### config.mk
export PLATFORM = sky130hd
export DESIGN_NAME = axi_lite_master_arb
export DESIGN_NICKNAME = d
export VERILOG_FILES = /design/src/rtl/axi_lite_defs_pkg.sv /design/src/rtl/rr_arbiter_2.sv /design/src/rtl/axi_lite_master_arb.sv
export SDC_FILE = /design/constraint.sdc
export NUM_CORES = 1
export LEC_CHECK = 0
export CAP_MARGIN = 40
export CORE_MARGIN = 4
export CORE_UTILIZATION = 35
export CTS_CLUSTER_SIZE = 40
export DETAILED_ROUTE_END_ITERATION = 16
export GPL_ROUTABILITY_DRIVEN = 1
export MAX_ROUTING_LAYER = met4
export PLACE_DENSITY = 0.79
export SKIP_CTS_REPAIR_TIMING = 1
export SLEW_MARGIN = 20
export SYNTH_ARGS = -nofsm -noshare
export SYNTH_HDL_FRONTEND = slang
export SYNTH_HIERARCHICAL = 1
export SYNTH_SLANG_ARGS = --single-unit
### constraint.sdc
create_clock -name ACLK -period 2.7 [get_ports ACLK]
set_input_delay 0.405 -clock ACLK [delete_from_list [all_inputs] [get_ports ACLK]]
set_output_delay 0.405 -clock ACLK [all_outputs]
set_load 0.02 [all_outputs]
### src/rtl/axi_lite_defs_pkg.sv
// Shared definitions for the two-client AXI-Lite master: FSM encodings, response codes, default widths.
package axi_lite_defs;

  localparam int ADDR_W_DEF = 4;
  localparam int DATA_W_DEF = 32;

  localparam logic [1:0] RESP_OKAY   = 2'b00;
  localparam logic [1:0] RESP_EXOKAY = 2'b01;
  localparam logic [1:0] RESP_SLVERR = 2'b10;
  localparam logic [1:0] RESP_DECERR = 2'b11;

  typedef enum logic [2:0] {
    ST_IDLE         = 3'd0,
    ST_WR_ADDR_DATA = 3'd1,
    ST_WR_RESP      = 3'd2,
    ST_RD_ADDR      = 3'd3,
    ST_RD_DATA      = 3'd4,
    ST_DONE         = 3'd5
  } state_t;

endpackage

### src/rtl/rr_arbiter_2.sv
// Two-way round-robin arbiter, purely combinational, no backpressure of its own.
// A tie goes to the client that was not granted last; the last-grant register lives in the caller.
module rr_arbiter_2 (
  input  logic [1:0] i_req,
  input  logic       i_last_grant,
  input  logic       i_enable,
  output logic       o_grant_valid,
  output logic       o_grant_idx
);

  always_comb begin
    o_grant_valid = i_enable & (|i_req);
    o_grant_idx   = 1'b0;
    if (i_req == 2'b10)
      o_grant_idx = 1'b1;
    else if (i_req == 2'b11)
      o_grant_idx = ~i_last_grant;
  end

endmodule

### src/rtl/axi_lite_master_arb.sv
// Round-robin shares one AXI-Lite slave port between two REQ/ACK clients; all outputs registered.
// Zero-wait slave: ACK three edges after REQ is sampled; any slave READY/VALID stall waits indefinitely.
module axi_lite_master_arb
  import axi_lite_defs::*;
#(
  parameter int ADDR_W = ADDR_W_DEF,
  parameter int DATA_W = DATA_W_DEF
) (
  input  logic              ACLK,
  input  logic              ARESETn,

  input  logic              R0_REQ,
  input  logic              R0_WE,
  input  logic [ADDR_W-1:0] R0_ADDR,
  input  logic [DATA_W-1:0] R0_WDATA,
  output logic              R0_ACK,
  output logic [DATA_W-1:0] R0_RDATA,
  output logic [1:0]        R0_RESP,

  input  logic              R1_REQ,
  input  logic              R1_WE,
  input  logic [ADDR_W-1:0] R1_ADDR,
  input  logic [DATA_W-1:0] R1_WDATA,
  output logic              R1_ACK,
  output logic [DATA_W-1:0] R1_RDATA,
  output logic [1:0]        R1_RESP,

  output logic              GRANT,
  output logic              BUSY,

  output logic [ADDR_W-1:0] M_AWADDR,
  output logic              M_AWVALID,
  input  logic              M_AWREADY,
  output logic [DATA_W-1:0] M_WDATA,
  output logic              M_WVALID,
  input  logic              M_WREADY,
  input  logic [1:0]        M_BRESP,
  input  logic              M_BVALID,
  output logic              M_BREADY,
  output logic [ADDR_W-1:0] M_ARADDR,
  output logic              M_ARVALID,
  input  logic              M_ARREADY,
  input  logic [DATA_W-1:0] M_RDATA,
  input  logic [1:0]        M_RRESP,
  input  logic              M_RVALID,
  output logic              M_RREADY
);

  state_t              r_state;
  logic                r_last_grant;
  logic                r_grant;
  logic                r_busy;
  logic                r_aw_done;
  logic                r_w_done;
  logic [ADDR_W-1:0]   r_awaddr;
  logic [ADDR_W-1:0]   r_araddr;
  logic [DATA_W-1:0]   r_wdata;
  logic                r_awvalid;
  logic                r_wvalid;
  logic                r_bready;
  logic                r_arvalid;
  logic                r_rready;
  logic                r_ack0;
  logic                r_ack1;
  logic [DATA_W-1:0]   r_rdata0;
  logic [DATA_W-1:0]   r_rdata1;
  logic [1:0]          r_resp0;
  logic [1:0]          r_resp1;

  logic                w_grant_valid;
  logic                w_grant_idx;
  logic                w_sel_we;
  logic [ADDR_W-1:0]   w_sel_addr;
  logic [DATA_W-1:0]   w_sel_wdata;
  logic                w_aw_hs;
  logic                w_w_hs;

  rr_arbiter_2 u_arb (
    .i_req         ({R1_REQ, R0_REQ}),
    .i_last_grant  (r_last_grant),
    .i_enable      (r_state == ST_IDLE),
    .o_grant_valid (w_grant_valid),
    .o_grant_idx   (w_grant_idx)
  );

  assign w_sel_we    = w_grant_idx ? R1_WE    : R0_WE;
  assign w_sel_addr  = w_grant_idx ? R1_ADDR  : R0_ADDR;
  assign w_sel_wdata = w_grant_idx ? R1_WDATA : R0_WDATA;

  assign w_aw_hs = r_awvalid & M_AWREADY;
  assign w_w_hs  = r_wvalid  & M_WREADY;

  always_ff @(posedge ACLK or negedge ARESETn) begin
    if (!ARESETn) begin
      r_state      <= ST_IDLE;
      r_last_grant <= 1'b1;
      r_grant      <= 1'b0;
      r_busy       <= 1'b0;
      r_aw_done    <= 1'b0;
      r_w_done     <= 1'b0;
      r_awaddr     <= '0;
      r_araddr     <= '0;
      r_wdata      <= '0;
      r_awvalid    <= 1'b0;
      r_wvalid     <= 1'b0;
      r_bready     <= 1'b0;
      r_arvalid    <= 1'b0;
      r_rready     <= 1'b0;
      r_ack0       <= 1'b0;
      r_ack1       <= 1'b0;
      r_rdata0     <= '0;
      r_rdata1     <= '0;
      r_resp0      <= RESP_OKAY;
      r_resp1      <= RESP_OKAY;
    end else begin
      r_ack0 <= 1'b0;
      r_ack1 <= 1'b0;
      case (r_state)
        ST_IDLE: begin
          if (w_grant_valid) begin
            r_grant      <= w_grant_idx;
            r_last_grant <= w_grant_idx;
            r_busy       <= 1'b1;
            if (w_sel_we) begin
              r_awaddr  <= w_sel_addr;
              r_wdata   <= w_sel_wdata;
              r_awvalid <= 1'b1;
              r_wvalid  <= 1'b1;
              r_aw_done <= 1'b0;
              r_w_done  <= 1'b0;
              r_state   <= ST_WR_ADDR_DATA;
            end else begin
              r_araddr  <= w_sel_addr;
              r_arvalid <= 1'b1;
              r_state   <= ST_RD_ADDR;
            end
          end
        end

        // AW and W channels complete independently, possibly on the same edge.
        ST_WR_ADDR_DATA: begin
          if (w_aw_hs) begin
            r_awvalid <= 1'b0;
            r_aw_done <= 1'b1;
          end
          if (w_w_hs) begin
            r_wvalid <= 1'b0;
            r_w_done <= 1'b1;
          end
          if ((r_aw_done | w_aw_hs) && (r_w_done | w_w_hs)) begin
            r_bready <= 1'b1;
            r_state  <= ST_WR_RESP;
          end
        end

        ST_WR_RESP: begin
          if (M_BVALID) begin
            r_bready <= 1'b0;
            if (r_grant) begin
              r_resp1 <= M_BRESP;
              r_ack1  <= 1'b1;
            end else begin
              r_resp0 <= M_BRESP;
              r_ack0  <= 1'b1;
            end
            r_state <= ST_DONE;
          end
        end

        ST_RD_ADDR: begin
          if (M_ARREADY) begin
            r_arvalid <= 1'b0;
            r_rready  <= 1'b1;
            r_state   <= ST_RD_DATA;
          end
        end

        ST_RD_DATA: begin
          if (M_RVALID) begin
            r_rready <= 1'b0;
            if (r_grant) begin
              r_rdata1 <= M_RDATA;
              r_resp1  <= M_RRESP;
              r_ack1   <= 1'b1;
            end else begin
              r_rdata0 <= M_RDATA;
              r_resp0  <= M_RRESP;
              r_ack0   <= 1'b1;
            end
            r_state <= ST_DONE;
          end
        end

        // ACK is high for this one cycle; REQ is ignored until back in IDLE.
        ST_DONE: begin
          r_busy  <= 1'b0;
          r_state <= ST_IDLE;
        end

        default: begin
          r_busy  <= 1'b0;
          r_state <= ST_IDLE;
        end
      endcase
    end
  end

  assign R0_ACK    = r_ack0;
  assign R1_ACK    = r_ack1;
  assign R0_RDATA  = r_rdata0;
  assign R1_RDATA  = r_rdata1;
  assign R0_RESP   = r_resp0;
  assign R1_RESP   = r_resp1;
  assign GRANT     = r_grant;
  assign BUSY      = r_busy;
  assign M_AWADDR  = r_awaddr;
  assign M_AWVALID = r_awvalid;
  assign M_WDATA   = r_wdata;
  assign M_WVALID  = r_wvalid;
  assign M_BREADY  = r_bready;
  assign M_ARADDR  = r_araddr;
  assign M_ARVALID = r_arvalid;
  assign M_RREADY  = r_rready;

endmodule
Word-level counts from Yosys, hierarchy flattened
Index checks and enable logic that the tools add are counted.
{ "totals": {"rom_bits": 0, "input_bits": 119, "latch_bits": 0, "ramBits": 0, "memories": 0, "word_cells": 125, "regBits": 123, "out_inout_bits": 117} }
{ "op_classes": {"muxes": 54, "n_div": 0, "magnitude_cmp": 0, "n_bitwise": 9, "shift": 0, "eq_ne": 19, "n_addsub": 0, "mul": 0, "reduce_logical": 23} }
{ "ops": {"columns": ["operator", "n"], "rows": [
  ["$mux 32", 1],
  ["$ne 2x2->1 const B", 13],
  ["$mux 1", 25],
  ["$pmux 1 s2", 10],
  ["$mux 2", 9],
  ["$reduce_and 3->1", 6],
  ["$mux 3", 5],
  ["$pmux 3 s5", 1],
  ["$reduce_and 5->1", 3],
  ["$reduce_and 4->1", 3],
  ["$reduce_bool 2->1", 5],
  ["$pmux 2 s2", 2],
  ["$eq 3x2->1 const B", 2],
  ["$eq 2x2->1 const B", 2],
  ["$mux 4", 1],
  ["$not 1->1", 4],
  ["$reduce_and 2->1", 2],
  ["$reduce_or 4->1", 1],
  ["$and 1x1->1", 3],
  ["$eq 3x1->1 const B", 1],
  ["$eq 3x3->1 const B", 1],
  ["$logic_not 3->1", 1],
  ["$or 1x1->1", 2],
  ["$reduce_or 2->1", 1],
  ["$logic_and 1x1->1", 1]
]} }

Depth between registers and ports, before layout
Gate-level depths: netlist of run 1.
{ "logic_depth": {"word_depth": 7, "depth_mapped": 7, "mapped_depth_nobuf": 5} }

Hierarchy
Netlist of run 1, hierarchy kept.
{ "modules_own_cells": {"columns": ["module", "instances", "cells_per_inst", "seq_area_each_um2", "area_per_inst_um2"], "rows": [
  ["axi_lite_master_arb", 1, 339, 3079.2, 5178.7],
  ["rr_arbiter_2", 1, 2, 0.0, 18.8]
]} }

Least setup slack after synthesis of run 1
OpenSTA, ideal clock, no wires.
{ "synth_timing": {"path_type": "register -> register", "startpoint": "register r_state[2]", "endpoint": "register r_awaddr[0], in the netlist M_AWADDR[0]", "n_path_buf": 2, "setup_time_ns": 0.125, "synth_period_minus_slack_ns": 2.159, "required_ns": 2.575, "arrival_ns": 2.035, "path_slack_ns": 0.541, "stages_incl_launch_ff": 8, "path_cell_list": "dfrtp_1 clkbuf_1 nor3_1 o21a_1 or4b_4 nor2_4 buf_6 mux2_2"} }
{ "synth_via": {"elab_chain_len": 3} }
{ "synth_rtl": {"columns": ["element", "line", "rtl"], "rows": [
  ["start, declared", "axi_lite_master_arb.sv:49", "state_t r_state;"],
  ["start signal, assigned", "axi_lite_master_arb.sv:95", "r_state <= ST_IDLE;"],
  ["start signal, assigned", "axi_lite_master_arb.sv:131", "r_state <= ST_WR_ADDR_DATA;"],
  ["start signal, assigned", "axi_lite_master_arb.sv:135", "r_state <= ST_RD_ADDR;"],
  ["$logic_not 3->1", "axi_lite_master_arb.sv:81", ".i_enable (r_state == ST_IDLE),"],
  ["$and 1x1->1", "rr_arbiter_2.sv:12", "o_grant_valid = i_enable & (|i_req);"],
  ["via w_grant_valid", "axi_lite_master_arb.sv:70", "logic w_grant_valid;"],
  ["$reduce_and 3->1 (no source line)", null, null],
  ["end signal, assigned", "axi_lite_master_arb.sv:125", "r_awaddr <= w_sel_addr;"],
  ["end, declared", "axi_lite_master_arb.sv:55", "logic [ADDR_W-1:0] r_awaddr;"]
]} }
The timed path passes the listed nets, and every way through them passes these cells.
A chain may end at the register's enable or synchronous reset.

Worst setup path in the final report of run 1
{ "layout_timing": {"startpoint": "register r_state[1]", "endpoint": "register r_wdata[25], in the netlist M_WDATA[25]"} }
{ "layout_via": {"elab_chain_len": 3} }
{ "layout_rtl": {"columns": ["element", "line", "rtl"], "rows": [
  ["$logic_not 3->1", "axi_lite_master_arb.sv:81", null],
  ["$and 1x1->1", "rr_arbiter_2.sv:12", null],
  ["via w_grant_valid", "axi_lite_master_arb.sv:70", null],
  ["$reduce_and 3->1 (no source line)", null, null],
  ["end signal, assigned", "axi_lite_master_arb.sv:126", "r_wdata <= w_sel_wdata;"],
  ["end, declared", "axi_lite_master_arb.sv:57", "logic [DATA_W-1:0] r_wdata;"]
]} }
The timed path passes the listed nets, and every way through them passes these cells.

==> metrics.txt, run 1 <==
Post-synth ARST share 100.0%; relative slew slack 62.72%; GPL Wtd Cong 0.7872; number of synthesized flops with an enable pin 0; antenna cells 0; Int Power roughly 3400 µW; vias in the first global route 4187; GRT Total Usage between 10% and 20%; setup TNS 0 ns; net count after synthesis 460; pwr/cell area slightly above 500 mW/mm²; dpl hpwl slightly above 10000 µm; grt total ovfl 0; commonest non-fill, non-tap cell in the layout clkdlybuf4s50_1; Layout area overhead 61.29%; 1st-iter DRT viols 90; ratio of cells with drive above 1 in the final layout 32.34%; Max Clock Freq 441.6 MHz; kind of end point of the critical path flip-flop; netlist area before placement 0.005197 mm²; Startpoint Class flip-flop; period utilisation layout a little over four fifths; GR peak layer met2; most frequent cells in the layout clkdlybuf4s50_1 (234), mux2_2 (148), dfrtp_1 (122), clkbuf_16 (17), buf_4 (9); Max IR drop VDD approximately 0.33 mV; Post-DRT Antenna Nets 0; Yosys reg bits between 100 and 150; average size of a mapped cell 15.24 µm²; die height 129.9 µm; Max Root-Sink Buffers 2; clock share of power 50.3%; Synth Flop Type dfrtp_1; IO Port Bufs 235; Switching Fraction around a fifth; Hold Worst Slack 0.4701 ns; synth warn 6; status completed; row count 44; Comb pwr share 6.8%; via/cell ratio 4.760; die extent in x approximately 130 µm; # nets final ~710; die area 0.01686 mm²; core area about 0.015 mm²; Netlist cell types 31; Seq/Total Area, Yosys 59.24%; met3 Use GR 5.567%; leakage just under 0.004 µW; setup slack, reg-to-reg 0.44 ns; Fillers 1188; Clock transition at path regs 0.05 ns; CTS tree built; global-route wire length before repair between 20000 and 25000 µm; cts bufs inserted 17; H-Tree Depth 4; Boundary Pins 236; overall power 4301 µW; DR pass1 iterations 4; max-cap violations 0; fin. max-slew vios 0; CP Class reg -> reg; routed wire length 13750 µm; switching pwr 886.1 µW; final hold viol count 0; initial antenna violation count 0; Post-route DRC 0; Initial Utilization a little over a third; Root Driver clkbuf_16; CP Max Fanout 34; grt met1 use 17.91%; met2 Track Usage GR ~29%; pin count of the biggest net entering global routing 71; Seq pwr share between 40% and 50%; Final min period 2.265 ns; Vias 3746; Hold WC Path Type in -> async; wire length per cell 17.47 µm; # setup viols final 0; Syn Inst Count 341; WP data required 2.98 ns; clock skew approximately 0.0043 ns; Worst Path Arrival 2.55 ns; Slew @ Worst Pin 0.5581 ns; worst skew pair latency 0.41 ns; Num Clock Sinks 123; RSZ-0062 raised after global routing no
final cells by class:
type / instances / area (µm²) / area share (%)
Clock buffer: 20 / 446.7 / 5.328
Timing Repair Buffer: 247 / 2480 / 29.58
Tap cell: 184 / 230.2 / 2.746
Inverter: 4 / 15.01 / 0.1791
Clock inverter: 12 / 123.9 / 1.478
Multi-Input combinational cell: 197 / 2008 / 23.96
Sequential cell: 123 / 3079 / 36.73
cells by family after synthesis:
family / after synthesis / share of synthesized area (%)
AOI/OAI and AO/OA: 21 / 2.841
DFF: 123 / 59.24
buffers and inverters: 21 / 2.311
muxes: 151 / 32.67
and+or+nand+nor: 25 / 2.937
through the flow:
| step | setup slack [ns] | utilization, % | area (µm²) | cells |
|---|---|---|---|---|
| CTS | 0.4517 | 57.61 | 8373 | 786 |
| detailed placement | 0.1884 | 53.68 | 7802 | 754 |
| global route | 0.3045 | 57.68 | 8383 | 787 |
| global placement | 0.2300 | 53.68 | 7802 | 754 |
| floorplan | 0.5408 | - | 5197 | 341 |
| finish | 0.4354 | 57.68 | 8383 | 787 |
final timing paths:
path | from | endpoint | depth (start not counted)
min in group ACLK | R1_RDATA[0] | R1_RDATA[0] | 1
max in group asynchronous | ARESETn | r_last_grant | 3
hold reg to reg | R1_RDATA[0] | R1_RDATA[0] | 1
hold / removal | ARESETn | M_WDATA[18] | 2
setup / recovery | r_state[1] | M_WDATA[25] | 6
setup reg to reg | r_state[1] | M_WDATA[25] | 6
flip-flops by register name, indices dropped and copies added (netlist names):
register      cells
M_AWVALID         1
M_WDATA          32
R1_RDATA         32
BUSY              1
M_AWADDR          4
M_ARADDR          4
R0_ACK            1
M_RREADY          1
r_last_grant      1
r_w_done          1
R0_RDATA         32
GRANT             1
M_WVALID          1
r_state           3
R1_ACK            1
r_aw_done         1
M_ARVALID         1
M_BREADY          1
R0_RESP           2
R1_RESP           2
metal layers:
layer | vias up | part of all wire (%) | wire length, µm
met5 | - | 0 | 0
met4 | 0 | 2.2 | 301
met3 | 23 | 8.3 | 1142
met2 | 153 | 52 | 7184
met1 | 1841 | 37 | 5120
li1 | 1729 | - | -
cells in the mapped netlist, types with 2 or more instances:
master | instances | area (µm²)
mux2_2 | 148 | 1667
dfrtp_1 | 122 | 3053
buf_2 | 9 | 45.04
nand2_1 | 7 | 26.28
a21o_1 | 6 | 45.04
nor2_1 | 5 | 18.77
buf_6 | 4 | 45.04
clkbuf_1 | 4 | 15.01
inv_1 | 4 | 15.01
o21ai_0 | 4 | 20.02
a21oi_1 | 2 | 10.01
a22oi_1 | 2 | 15.01
a31oi_1 | 2 | 12.51
mux2i_1 | 2 | 20.02
nand3_1 | 2 | 10.01
nand4bb_1 | 2 | 22.52
nor3b_1 | 2 | 15.01
power groups by stage:
stage               clock, µW  sequential, µW  combinational (µW)
floorplan                   0            1880                62.0
detailed placement          0            1880                 296
finish                   2160            1850                 292
CTS                      2220            1840                 297
global placement            0            1880                 286
global route             2310            1840                 317
worst max-delay path, stage by stage, from the launching register on:
cell and delay, ns:
dfrtp_1 0.37, nor3_1 0.29, o21a_1 0.23, or4b_4 0.52
nor2_4 0.14, buf_12 0.21, mux2_2 0.36
Power figures use the tool's default switching activity.
==> inputs of run 2 (changes only) <==
clock period = 2.1 ns   (was 2.7 ns; I/O delays follow)
==> run 2 against run 1 <==
  * The flow now finishes with violations (setup timing)
  * Sequential share of layout area down 1.3 points
  * Global-route usage up 0.40 points
  * Sequential power up 28%
  * Sequential cell count unchanged
  * Via count up 1.8%
  * Register-to-register slack worse by 0.44 ns
  * Utilization up 2.1 points
  * Combinational power up 35%
  * Non-clock buffer count up 10
  * Die area unchanged
  * First-iteration DRC count up 16%
  * Routed wire length up 8.8%
  * Highest routed layer unchanged
==> metrics.txt, run 2 (synthesis gave the netlist of run 1 again) <==
fin. max-slew vios 0 (unchanged); WP data required 2.39 ns (-0.59 ns); die extent in x 129.9 µm (unchanged); GPL Wtd Cong 0.7813 (-0.75%); placed cells 758 (+0.53%); vias in the first global route 4177 (-0.24%); row count 44 (unchanged); routed wire length 14960 µm (+8.8%); dpl hpwl 10910 µm (+5.4%); global-route wire length before repair 21460 µm (+1.5%); die height 129.9 µm (unchanged); die area 0.01686 mm² (unchanged); pin count of the biggest net entering global routing 61 (-14%); Root Driver clkbuf_16; status complete, but fails checks; relative slew slack 61.78% (-0.94 points); Num Clock Sinks 123 (unchanged); Startpoint Class flip-flop; 1st-iter DRT viols 104 (+16%); Post-route DRC 0 (unchanged); H-Tree Depth 4 (unchanged); fin area 0.008692 mm² (+3.7%); Max Clock Freq 474.3 MHz (+7.4%); R2R depth 7 (+1); failing checks setup timing; # nets final 719 (+1.4%); setup slack after layout -0.008202 ns (-0.4436 ns); DR pass1 iterations 4 (unchanged); Slew @ Worst Pin 0.5721 ns (+0.01405 ns); CTS tree built; leakage 0.004000 µW (+3.1%); Hold WC Path Type in -> async; final hold viol count 0 (unchanged); worst skew pair latency 0.41 ns (about the same); ratio of cells with drive above 1 in the final layout 33.28% (+0.94 points); CP Class reg -> reg; pwr/cell area 648.5 mW/mm² (+26%); commonest non-fill, non-tap cell in the layout clkdlybuf4s50_1; IO Port Bufs 235 (unchanged); via/cell ratio 4.791 (+0.66%); wire length per cell 18.79 µm (+7.6%); Boundary Pins 236 (unchanged); RR Endpoint M_WDATA[27]; Final Non-Filler Cells 796 (+1.1%); cts bufs inserted 17 (unchanged); grt total ovfl 0 (unchanged); Max Root-Sink Buffers 2 (unchanged); Vias 3814 (+1.8%); RSZ-0062 raised after global routing yes; DP Area 0.007871 mm² (+0.88%); # setup viols final 1 (+1); Post-DRT Antenna Nets 0 (unchanged); Initial Utilization 35.76% (unchanged); overall power 5637 µW (+31%); max-cap violations 0 (unchanged); Worst Path Arrival 2.39 ns (-0.16 ns); period utilisation layout 100.4% (+17 points); Layout area overhead 67.24%; kind of end point of the critical path flip-flop; Final min period 2.108 ns (-0.1564 ns); most frequent cells in the layout clkdlybuf4s50_1 (234), dfrtp_1 (122), mux2_2 (117), mux2_4 (31), clkbuf_16 (19); initial antenna violation count 2 (+2); setup slack, reg-to-reg -0.008 ns (-0.44 ns); r2r startpoint r_state[2]; CP Max Fanout 7 (-79%); Max IR drop VDD 0.4317 mV (+31%); core area 0.01453 mm² (unchanged); Clock transition at path regs 0.05 ns (about the same); clock skew 0.008494 ns (+0.004235 ns); GRT Total Usage 17.15% (+0.40 points)
run 2: how the worst max path moves through the flow:
stage | start | to | slack [ns] | cells after the start
after global placement | R0_REQ | M_WDATA[18] | -0.22 | 6
after detailed placement | R0_REQ | M_AWADDR[0] | -0.26 | 6
final | r_state[2] | M_WDATA[27] | -0.008 | 7
after floorplan | r_state[1] | M_AWADDR[0] | -0.02 | 7
after CTS | r_state[1] | M_AWADDR[0] | -0.01 | 6
after global routing | r_state[2] | M_WDATA[27] | -0.1 | 7
run 2: per-layer routing:
metal	share of wire (%)	up-vias	GRT usage, %
li1	-	1754	-
met1	38	1886	18.68
met2	50	160	28.09
met3	9.9	14	7.532
met4	1.2	0	5.929
met5	0	-	-
run 2: layout make-up:
type                    count  area, µm²
well taps                 184      230.2
flip-flops and latches    123       3079
inverters                   4      15.01
repair buffers            257       2648
clock inverters             8      120.1
diodes                      2      5.005
multi-input cells         197       2135
clock buffers              21      460.4
fillers                  1116       5842
run 2: through the flow:
step | setup WS (ns) | TNS, ns | hold WS (ns) | util [%]
after floorplan | -0.02073 | -0.7135 | 0.01941 | -
after global placement | -0.2178 | -7.652 | 0.3371 | 54.16
after detailed placement | -0.2634 | -8.926 | 0.3390 | 54.16
after CTS | -0.01103 | -0.03832 | -0.1018 | 58.15
after global routing | -0.09944 | -2.196 | 0.4719 | 59.81
final | -0.008202 | -0.008202 | 0.4532 | 59.81
run 2: critical path, cell delays in order, from the launching register on:
cell and delay [ns]:
dfrtp_1 0.39, nor3_2 0.20, o21a_1 0.17, or4b_4 0.49
nor2_4 0.12, buf_12 0.14, buf_8 0.13, mux2_2 0.34
run 2: power by group:
part           switching, µW  internal, µW
combinational            132           262
clock                    970          1900
sequential                 0          2370
==> inputs of run 3 (changes only) <==
DONT_BUFFER_PORTS = 1   (was default)
PLACE_DENSITY = 0.61   (was 0.79)
clock period = 1.8 ns   (was 2.1 ns; I/O delays follow)
==> run 3 against run 2 <==
  * The run ends with hold timing, setup timing left
  * Fmax grew 1.1%
  * Worst setup slack got worse by 0.28 ns
  * Routed wire length shrank 15%
  * Sequential share of layout area is 10 points higher
  * Largest power group unchanged
  * Non-clock buffer count down 197
  * Cell count down 25%
==> metrics.txt, run 3 (synthesis gave the netlist of run 1 again) <==
DP Area 0.005514 mm² (-30%); Max IR drop VDD 0.6059 mV (+40%); Seq pwr share 44.2% (+2.1 points); 1st-iter DRT viols 79 (-24%); WP data required 2.09 ns (-0.30 ns); CP peak stage delay 0.48 ns (about the same); register area 0.003079 mm² (unchanged); # setup viols final 40 (+39); Int Power 4959 µW (+9.3%); status complete, but fails checks; Max Root-Sink Buffers 2 (unchanged); H-Tree Depth 4 (unchanged); vias in the first global route 3147 (-25%); GPL Wtd Cong 0.7303 (-6.5%); pin count of the biggest net entering global routing 124 (+100%); Startpoint Class flip-flop; Clock transition at path regs 0.06 ns (about the same); most frequent cells in the layout dfrtp_1 (122), mux2_2 (116), mux2_4 (32), dlygate4sd3_1 (31), clkbuf_16 (21); Boundary Pins 236 (unchanged); final hold viol count 123 (+123); Setup WS pre-CTS -0.2760 ns (-0.01266 ns); ratio of cells with drive above 1 in the final layout 52.64% (+19 points); die area 0.01686 mm² (unchanged); # nets final 522 (-27%); dpl hpwl 8323 µm (-24%); initial antenna violation count 0 (-2); GRT Total Usage 13.68% (-3.5 points); Post-route DRC 0 (unchanged); CP Max Fanout 6 (-1); Root Driver clkbuf_16; period utilisation layout 115.9% (+16 points); Switching Fraction 20.87% (+1.3 points); Worst Path Arrival 2.38 ns (about the same); worst skew pair latency 0.41 ns (about the same); failing checks hold timing, setup timing; DR pass1 iterations 4 (unchanged); kind of end point of the critical path flip-flop; Vias 3092 (-19%); Post-DRT Antenna Nets 0 (unchanged); wire length per cell 21.08 µm (+12%); max-cap violations 0 (unchanged); CTS tree built; kind of cell adding the most delay to the critical path simple AND/OR/NAND/NOR gates; die height 129.9 µm (unchanged); routed wire length 12650 µm (-15%); clock share of power 53.0% (+2.1 points); cts bufs inserted 17 (unchanged); Comb pwr share 2.9% (-4.1 points); clock skew 0.008435 ns (-0.00005929 ns); global-route wire length before repair 16890 µm (-21%); leakage 0.003310 µW (-17%); fin. max-slew vios 0 (unchanged); Multi-input gate area 0.002181 mm² (+2.2%); RSZ-0062 raised after global routing yes; antenna cells 0 (-2); fin util 46.61% (-13 points); CP Class reg -> reg; Slew @ Worst Pin 0.6010 ns (+0.02890 ns); Num Clock Sinks 123 (unchanged); fin area 0.006774 mm² (-22%); die extent in x 129.9 µm (unchanged); Worst Path Buf+Inv 2 (unchanged); setup slack after layout -0.2861 ns (-0.2779 ns); grt total ovfl 0 (unchanged); pwr/cell area 925.1 mW/mm² (+43%); Fillers 1249 (+12%); via/cell ratio 5.153 (+7.6%); relative slew slack 59.85% (-1.9 points); Max Clock Freq 479.4 MHz (+1.1%); setup slack, reg-to-reg -0.29 ns (-0.28 ns); Final min period 2.086 ns (-0.02214 ns); commonest non-fill, non-tap cell in the layout dfrtp_1; IO Port Bufs 0 (-100%); Hold WC Path Type in -> async; setup TNS -9.993 ns (-9.985 ns); Hold Worst Slack -0.4503 ns (-0.9035 ns); Slowest cell on crit path or4b_4; Initial Utilization 35.76% (unchanged); core area 0.01453 mm² (unchanged); switching pwr 1308 µW (+19%); row count 44 (unchanged); Layout area overhead 30.33%; Critical Path, Cell by Cell nor3_2 -> o21a_1 -> or4b_4 -> nor2_4 -> buf_12 -> buf_8 -> mux2_2
[run 3: cell types whose count changed in the layout (fill, tap and decap cells not counted), moves of 2 or more]
cell             previous run  this run
buf_4                      12        16
clkbuf_1                    2         0
clkdlybuf4s50_1           234         0
buf_12                      7         5
clkinv_4                    0         4
buf_6                       0         2
clkbuf_16                  19        21
diode_2                     2         0
dlygate4sd3_1               1        31
[run 3: final cells by class]
type                       instances  area share, %
inverter                           4         0.2216
timing repair buffer              60          10.08
multi-input combinational        197          32.19
clock inverter                    14          2.161
sequential                       123          45.46
clock buffer                      18          6.483
tap                              184          3.399
[run 3: through the flow]
step                std cells  hold slack (ns)  total power (µW)
floorplan                 341         -0.02559              2910
global placement          526         -0.02212              2924
detailed placement        526         -0.02221              2926
CTS                       558          -0.4724              6290
global route              600          -0.4789              6496
finish                    600          -0.4503              6267
[run 3: power groups by stage]
stage	registers [µW]	logic, µW	clock network [µW]
floorplan	2820	93.2	0
detailed placement	2820	110	0
global route	2760	191	3540
finish	2770	179	3320
global placement	2820	109	0
CTS	2770	110	3410
[run 3: final timing paths]
path | from | endpoint | depth (start not counted)
min | ARESETn | M_WDATA[17] | 0
min in group ACLK | M_RDATA[4] | R1_RDATA[4] | 1
min reg2reg | r_aw_done | r_aw_done | 2
max reg2reg | r_state[2] | M_WDATA[25] | 7
max in group asynchronous | ARESETn | r_last_grant | 0
max | r_state[2] | M_WDATA[25] | 7
[run 3: layer usage]
metal	up-vias	global-route usage, %	wire (µm)
met3	14	7.204	1507
met1	1540	15.01	4740
met5	-	-	0
li1	1353	-	-
met4	0	5.868	178
met2	185	20.84	6225
